[config.mk]
export PLATFORM = sky130hd
export DESIGN_NAME = wb_slave_ctrl
export DESIGN_NICKNAME = d
export VERILOG_FILES = /design/src/rtl/wb_slave_ctrl_pkg.sv /design/src/rtl/wb_slave_ctrl.sv
export SDC_FILE = /design/constraint.sdc
export NUM_CORES = 1
export LEC_CHECK = 0
export BUFFER_PORTS_ARGS = -buffer_cell sky130_fd_sc_hd__buf_2
export CORE_AREA = 2 2 125 127
export CTS_CLUSTER_SIZE = 20
export DETAILED_ROUTE_END_ITERATION = 8
export DIE_AREA = 0 0 127 129
export PLACE_DENSITY = 0.68
export SLEW_MARGIN = 20
export SYNTH_ARGS = -nofsm -noshare
export SYNTH_HDL_FRONTEND = slang
export SYNTH_SLANG_ARGS = --single-unit
[constraint.sdc]
create_clock -name wb_clk_i -period 4.28 [get_ports wb_clk_i]
set_clock_uncertainty 0.2 [all_clocks]
set_input_delay 0.428 -clock wb_clk_i [delete_from_list [all_inputs] [get_ports wb_clk_i]]
set_output_delay 0.428 -clock wb_clk_i [all_outputs]
set_load 0.01 [all_outputs]
[src/rtl/wb_slave_ctrl_pkg.sv]
// Shared types and constants for the Wishbone slave controller.
// The optional timeout is compiled in with the WB_SLAVE_TIMEOUT_EN macro.
package wb_slave_ctrl_pkg;

    localparam int WB_DW  = 32;
    localparam int WB_SW  = 4;
    localparam int WAIT_W = 16;

    localparam logic [WB_DW-1:0] ERR_DATA_DEFAULT = 32'hDEAD_BEEF;

    typedef enum logic [2:0] {
        IDLE,
        REQ,
        RESP,
        ERR,
        HOLD
    } state_e;

endpackage

[src/rtl/wb_slave_ctrl.sv]
// Registered Wishbone-classic slave controller fanning one master out to NSLV slaves.
// Define WB_SLAVE_TIMEOUT_EN to add the wait-state timeout counter.
module wb_slave_ctrl
    import wb_slave_ctrl_pkg::*;
#(
    parameter int               NSLV     = 4,
    parameter int               SEL_LO   = 3,
    parameter int               SEL_W    = 2,
    parameter int               TIMEOUT  = 255,
    parameter logic [WB_DW-1:0] ERR_DATA = ERR_DATA_DEFAULT
) (
    input  logic                  wb_clk_i,
    input  logic                  wb_rstn_i,
    input  logic                  wbs_cyc_i,
    input  logic                  wbs_stb_i,
    input  logic                  wbs_we_i,
    input  logic [WB_SW-1:0]      wbs_sel_i,
    input  logic [WB_DW-1:0]      wbs_adr_i,
    input  logic [WB_DW-1:0]      wbs_dat_i,
    output logic                  wbs_ack_o,
    output logic [WB_DW-1:0]      wbs_dat_o,
    output logic [NSLV-1:0]       slv_cyc_o,
    output logic [NSLV-1:0]       slv_stb_o,
    output logic                  slv_we_o,
    output logic [WB_SW-1:0]      slv_sel_o,
    output logic [WB_DW-1:0]      slv_adr_o,
    output logic [WB_DW-1:0]      slv_dat_o,
    input  logic [NSLV-1:0]       slv_ack_i,
    input  logic [WB_DW*NSLV-1:0] slv_dat_i,
    output logic                  err_irq_o,
    output logic [7:0]            err_cnt_o
);

    if (NSLV < 1 || NSLV > 8 || (1 << SEL_W) < NSLV || TIMEOUT < 1 || TIMEOUT > 65535)
    begin : g_param_chk
        $error("wb_slave_ctrl: illegal parameter combination");
    end

    function automatic logic [7:0] sat_inc(input logic [7:0] v);
        return (v == 8'hFF) ? v : v + 8'd1;
    endfunction

    state_e           state_q, state_d;
    logic             we_q, we_d;
    logic [WB_SW-1:0] sel_q, sel_d;
    logic [WB_DW-1:0] adr_q, adr_d;
    logic [WB_DW-1:0] wdat_q, wdat_d;
    logic [WB_DW-1:0] rdat_q, rdat_d;
    logic [SEL_W-1:0] idx_q, idx_d;
    logic [7:0]       err_cnt_q, err_cnt_d;

    logic [SEL_W-1:0] req_idx;
    logic [NSLV-1:0]  idx_oh;
    logic [WB_DW-1:0] slv_rdat;
    logic             ack_sel;
    logic             stb_en;
    logic             tmo;

    assign req_idx = wbs_adr_i[SEL_LO +: SEL_W];

    always_comb begin
        idx_oh   = '0;
        slv_rdat = '0;
        for (int k = 0; k < NSLV; k++) begin
            if (int'(idx_q) == k) begin
                idx_oh[k] = 1'b1;
                slv_rdat  = slv_dat_i[WB_DW*k +: WB_DW];
            end
        end
    end

    // Only the latched target's ack counts; others are ignored even if asserted.
    assign ack_sel = |(slv_ack_i & idx_oh);

`ifdef WB_SLAVE_TIMEOUT_EN
    logic [WAIT_W-1:0] wait_q, wait_d;

    // wait_q holds the number of REQ cycles already completed.
    assign tmo = (state_q == REQ) && (wait_q == WAIT_W'(TIMEOUT));

    always_comb begin
        wait_d = '0;
        if (state_q == REQ) begin
            wait_d = wait_q + WAIT_W'(1);
        end
    end

    always_ff @(posedge wb_clk_i or negedge wb_rstn_i) begin
        if (!wb_rstn_i) begin
            wait_q <= '0;
        end else begin
            wait_q <= wait_d;
        end
    end
`else
    assign tmo = 1'b0;
`endif

    // Strobes fall combinationally on master abort or timeout.
    assign stb_en    = (state_q == REQ) && wbs_cyc_i && !tmo;
    assign slv_cyc_o = stb_en ? idx_oh : '0;
    assign slv_stb_o = stb_en ? idx_oh : '0;

    always_comb begin
        state_d   = state_q;
        we_d      = we_q;
        sel_d     = sel_q;
        adr_d     = adr_q;
        wdat_d    = wdat_q;
        rdat_d    = rdat_q;
        idx_d     = idx_q;
        err_cnt_d = err_cnt_q;
        case (state_q)
            IDLE: begin
                if (wbs_cyc_i && wbs_stb_i) begin
                    we_d   = wbs_we_i;
                    sel_d  = wbs_sel_i;
                    adr_d  = wbs_adr_i;
                    wdat_d = wbs_dat_i;
                    idx_d  = req_idx;
                    if (int'(req_idx) < NSLV) begin
                        state_d = REQ;
                    end else begin
                        state_d   = ERR;
                        rdat_d    = ERR_DATA;
                        err_cnt_d = sat_inc(err_cnt_q);
                    end
                end
            end
            REQ: begin
                if (!wbs_cyc_i) begin
                    state_d = IDLE;
                end else if (ack_sel) begin
                    state_d = RESP;
                    rdat_d  = slv_rdat;
                end else if (tmo) begin
                    state_d   = ERR;
                    rdat_d    = ERR_DATA;
                    err_cnt_d = sat_inc(err_cnt_q);
                end
            end
            RESP:    state_d = HOLD;
            ERR:     state_d = HOLD;
            HOLD:    state_d = IDLE;
            default: state_d = IDLE;
        endcase
    end

    always_ff @(posedge wb_clk_i or negedge wb_rstn_i) begin
        if (!wb_rstn_i) begin
            state_q   <= IDLE;
            we_q      <= 1'b0;
            sel_q     <= '0;
            adr_q     <= '0;
            wdat_q    <= '0;
            rdat_q    <= '0;
            idx_q     <= '0;
            err_cnt_q <= '0;
        end else begin
            state_q   <= state_d;
            we_q      <= we_d;
            sel_q     <= sel_d;
            adr_q     <= adr_d;
            wdat_q    <= wdat_d;
            rdat_q    <= rdat_d;
            idx_q     <= idx_d;
            err_cnt_q <= err_cnt_d;
        end
    end

    assign wbs_ack_o = (state_q == RESP) || (state_q == ERR);
    assign wbs_dat_o = rdat_q;
    assign err_irq_o = (state_q == ERR);
    assign err_cnt_o = err_cnt_q;
    assign slv_we_o  = we_q;
    assign slv_sel_o = sel_q;
    assign slv_adr_o = adr_q;
    assign slv_dat_o = wdat_q;

endmodule
Yosys cells after proc, flatten, opt, wreduce, memory -nomap -nowiden
Cells that the tools add are included.
{ "totals": {"mem_bits_ro": 0, "regBits": 106, "ram_bits": 0, "latch_bits": 0, "mem_count": 0, "word_cells": 39} }
{ "classes": {"div_mod_pow": 0, "n_mux": 13, "multipliers": 0, "eq_ne": 8, "n_lt_le_gt_ge": 0, "shifts": 0, "reduce_logical": 10, "n_addsub": 0, "bitwise": 1} }
{ "op_table": {"columns": ["cell", "n"], "rows": [
  ["$mux 32", 4],
  ["$mux 3", 3],
  ["$pmux 3 s3", 1],
  ["$eq 3x2->1 const B", 2],
  ["$and 4x4->4", 1],
  ["$eq 2x2->1 const B", 2],
  ["$mux 1", 4],
  ["$mux 4", 1],
  ["$reduce_and 2->1", 2],
  ["$reduce_or 4->1", 1],
  ["$eq 3x1->1 const B", 1],
  ["$logic_not 3->1", 1],
  ["$ne 3x3->1 const B", 1],
  ["$reduce_and 3->1", 1],
  ["$eq 2x1->1 const B", 1],
  ["$logic_and 1x1->1", 2],
  ["$logic_not 2->1", 1],
  ["$ne 2x2->1 const B", 1],
  ["$reduce_or 2->1", 1],
  ["$logic_or 1x1->1", 1]
]} }

Logic depth before layout (Yosys ltp)
{ "depth": {"ltp_word": 7, "depth_mapped": 6} }

Worst setup path before layout
OpenSTA, ideal clock, no wires.
{ "synth_timing": {"path_type": "reg-to-output", "from": "reg, netlist name slv_adr_o[4]", "to": "out slv_stb_o[0]", "setup_slack_ns": 2.335, "arrival_ns": 1.317, "stages_incl_launch_ff": 5, "path_cell_list": "dfrtp_1 -> clkbuf_1 -> clkbuf_1 -> nor3_1 -> buf_4"} }
{ "synth_lines": {"columns": ["element", "line_no", "source"], "rows": [
  ["to (decl)", "wb_slave_ctrl.sv:23", "output logic [NSLV-1:0] slv_stb_o,"]
]} }

Final worst setup path
{ "layout_timing": {"from": "reg state_q[2]", "to": "reg wdat_q[23], in the netlist slv_dat_o[23]"} }
{ "layout_via": {"elab_chain_cells": 2} }
{ "layout_lines": {"columns": ["element", "line_no", "source"], "rows": [
  ["from (decl)", "wb_slave_ctrl.sv:43", "state_e state_q, state_d;"],
  ["from (signal assigned)", "wb_slave_ctrl.sv:160", "state_q <= state_d;"],
  ["$logic_not 3->1", "wb_slave_ctrl.sv:113", "case (state_q)"],
  ["$reduce_and 2->1 (no line)", null, null],
  ["to (signal assigned)", "wb_slave_ctrl.sv:164", "wdat_q <= wdat_d;"],
  ["to (decl)", "wb_slave_ctrl.sv:47", "logic [WB_DW-1:0] wdat_q, wdat_d;"]
]} }
No other way between the ends.
A chain may end at the register's enable or synchronous reset.

==> impl_metrics.json <==
{
  "outcome": "finished, final reports clean",
  "via_per_inst": 4.87,
  "finalHoldWorstSlack_ns": 0.0182,
  "fp.dieArea_sq_um": 16400,
  "crit_chain": "nor2_1 > nand4b_1 > buf_4 > mux2_1",
  "ys_ff_latch": 104,
  "cellPowerDensity_nw_per_um2": 547,
  "clockRootBuffer": "clkbuf_16",
  "setup_viol": 0,
  "slowest_stage": "nand4b_1",
  "cts.reportedPaths.clkPinSlew_ns": 0.07,
  "htreeDepth": 3,
  "num_rows": 45,
  "p_leak_nw": 3.65,
  "drive_gt1_share_pct": 50.8,
  "cp.required_ns": 4.31,
  "first_pass_iters": 4,
  "ys_seq_area_share_pct": 48.9,
  "crit_path_end_kind": "flop",
  "finalNonFillerCells": 922,
  "cts_tree": "done",
  "final_area_sq_um": 7220,
  "postCtsSetupBuffers": 0,
  "fin_nets": 935,
  "clk_latency_ns": 0.35,
  "cts_resized": 0,
  "path_max_fanout": 53,
  "multi_input_area_sq_um": 2440,
  "first_global_vias": 4418,
  "diodes": 0,
  "grt_setup_unrepaired": "false",
  "cts_buffers": 9,
  "netlist_area_sq_um": 5320,
  "seqCellArea_sq_um": 2610,
  "arrival_ns": 2.72,
  "drtAntennaViolNets": 0,
  "timing.final.hold_violations": 0,
  "place.gp.congestion": 0.732,
  "start_util_pct": 35.5,
  "synth_cells": 433,
  "wirelength_um": 14800,
  "vias": 4491,
  "synth_warnings": 0,
  "hp-class": "input port to asynchronous set/reset pin",
  "total_power_w": 0.00395,
  "drt_iter0_markers": 177,
  "drc_errors": 0,
  "clk_path_buf_depth": 2,
  "postCtsHoldBufs": 0,
  "cts.sinks": 104,
  "synth_cell_types": 30,
  "worstSetupPathType": "flop to flop",
  "io_buffers": 315,
  "io_pins": 324,
  "relSlewSlack_pct": 36.9,
  "nFillCells": 1408,
  "tightestPinTransition_ns": 0.946,
  "min_period_ns": 2.69,
  "dp_cells": 907,
  "syn_avg_cell_area_sq_um": 12.3,
  "min_period_over_period_pct": 62.8,
  "core_area_sq_um": 15000,
  "cpPeakStageDelay_ns": 0.72,
  "area_growth_pct": 35.8,
  "post_drt_wl_per_cell_um": 16.1,
  "critPathLaunchType": "flop",
  "die-width_um": 127,
  "hpwl_um": 11200,
  "grt_antenna_before_repair": 1,
  "drv_slew": 0,
  "cap_violations": 0,
  "die_h_um": 129,
  "fmax_mhz": 372,
  "overflow": 0,
  "grt_max_degree": 76,
  "setup_tns_ns": 0,
  "grt_pass1_wl_um": 22500,
  "ir_drop_mv": 0.306,
  "grt_usage_pct": 17.8,
  "placed_area_sq_um": 6930
}
-- through the flow --
step,util [%],worst slack [ns]
6_report,48.2,1.59
2_1_floorplan,-,2.34
5_1_grt,48.2,1.38
3_3_place_gp,46.3,1.60
4_1_cts,48.2,1.53
3_5_place_dp,46.3,1.54
-- layout by cell type, fill, tap and decap left out, drive strengths merged, types with 2 or more instances in the layout --
cell type  count
mux2i         64
clkinvlp       2
o21ai         34
nand3          2
nor2          35
mux2          70
nor2b          2
and2           2
dfrtp        104
a221o         32
buf          323
inv            3
clkbuf        10
nand2         33
conb           8
-- layer usage --
layer | part of all wire, % | global-route usage (%)
met4 | 1.8 | 6.27
met3 | 6.9 | 3.66
met2 | 50 | 31.5
met1 | 42 | 21.5
met5 | 0 | 0
-- final timing paths --
path / start / end / slack [ns] / cells after the start
setup / recovery: state_q[2]$_DFFE_PN0P_ / slv_dat_o[23]$_DFFE_PN0P_ / 1.59 / 4
hold / removal: wb_rstn_i / slv_adr_o[16]$_DFFE_PN0P_ / 0.02 / 1
setup reg to reg: state_q[2]$_DFFE_PN0P_ / slv_dat_o[23]$_DFFE_PN0P_ / 1.59 / 4
hold reg to reg: state_q[2]$_DFFE_PN0P_ / state_q[2]$_DFFE_PN0P_ / 0.28 / 1
max in group asynchronous: wb_rstn_i / wbs_dat_o[30]$_DFFE_PN0P_ / 2.86 / 2
min in group wb_clk_i: wbs_dat_i[3] / slv_dat_o[3]$_DFFE_PN0P_ / 0.09 / 2
-- cell usage after synthesis --
library cell	number	area, sq um
nand3b_1	1	7.51
nor3b_1	1	7.51
nand3_1	2	10.0
dfrtp_1	104	2600
and2_1	2	12.5
buf_2	23	115
a21oi_1	1	5.00
buf_12	3	60.1
nor2_1	35	131
inv_1	1	3.75
mux2_4	1	15.0
nand4b_1	1	8.76
and3_1	1	6.26
a21o_1	1	7.51
mux2i_4	1	22.5
buf_4	12	90.1
buf_6	1	11.3
nor2b_1	2	12.5
nor3_1	1	5.00
o21ai_2	30	263
a221o_1	32	320
nand2b_4	1	13.8
o21ai_1	2	10.0
clkbuf_1	5	18.8
o21ai_0	2	10.0
mux2_1	69	777
nand2_1	33	124
and4bb_2	1	12.5
conb_1	1	3.75
mux2i_1	63	631
-- critical path: cells and delay by family (launching register included) --
kind	cells	cell delay [ns]
and+or+nand+nor	2	0.87
muxes	1	0.41
DFF	1	0.40
buffers and inverters	1	0.64
-- area by class of cell --
| class | instances | share of cell area [%] |
|---|---|---|
| Sequential cell | 104 | 36.1 |
| Timing Repair Buffer | 323 | 22.7 |
| Inverter | 1 | 0.0520 |
| Clock buffer | 10 | 3.17 |
| Clock inverter | 5 | 0.901 |
| Multi-Input combinational cell | 291 | 33.8 |
| Tap cell | 188 | 3.26 |
-- power by group --
part	switching (W)	total (W)	leakage [nW]	internal, W
Combinational	0.000816	0.00158	2.34	0.000760
Sequential	0.000216	0.00154	1.17	0.00132
Clock	0.000377	0.000834	0.137	0.000457
Total	0.00141	0.00395	3.65	0.00254
-- registers in the layout, indices dropped and copies added (netlist names) --
name       cells
slv_adr_o     32
slv_dat_o     32
slv_sel_o      4
slv_we_o       1
state_q        3
wbs_dat_o     32
-- cells by family (layout without fill, tap and decap cells) --
group / Yosys count / in the layout / synth area share (%)
multiplexers: 134 / 134 / 27.2
flip-flops: 104 / 104 / 48.9
AND/OR/NAND/NOR: 81 / 81 / 6.61
AO/OA/AOI/OAI: 68 / 68 / 11.6
buffers and inverters: 45 / 339 / 5.62
other: 1 / 8 / 0.0705
Power figures use the tool's default switching activity.
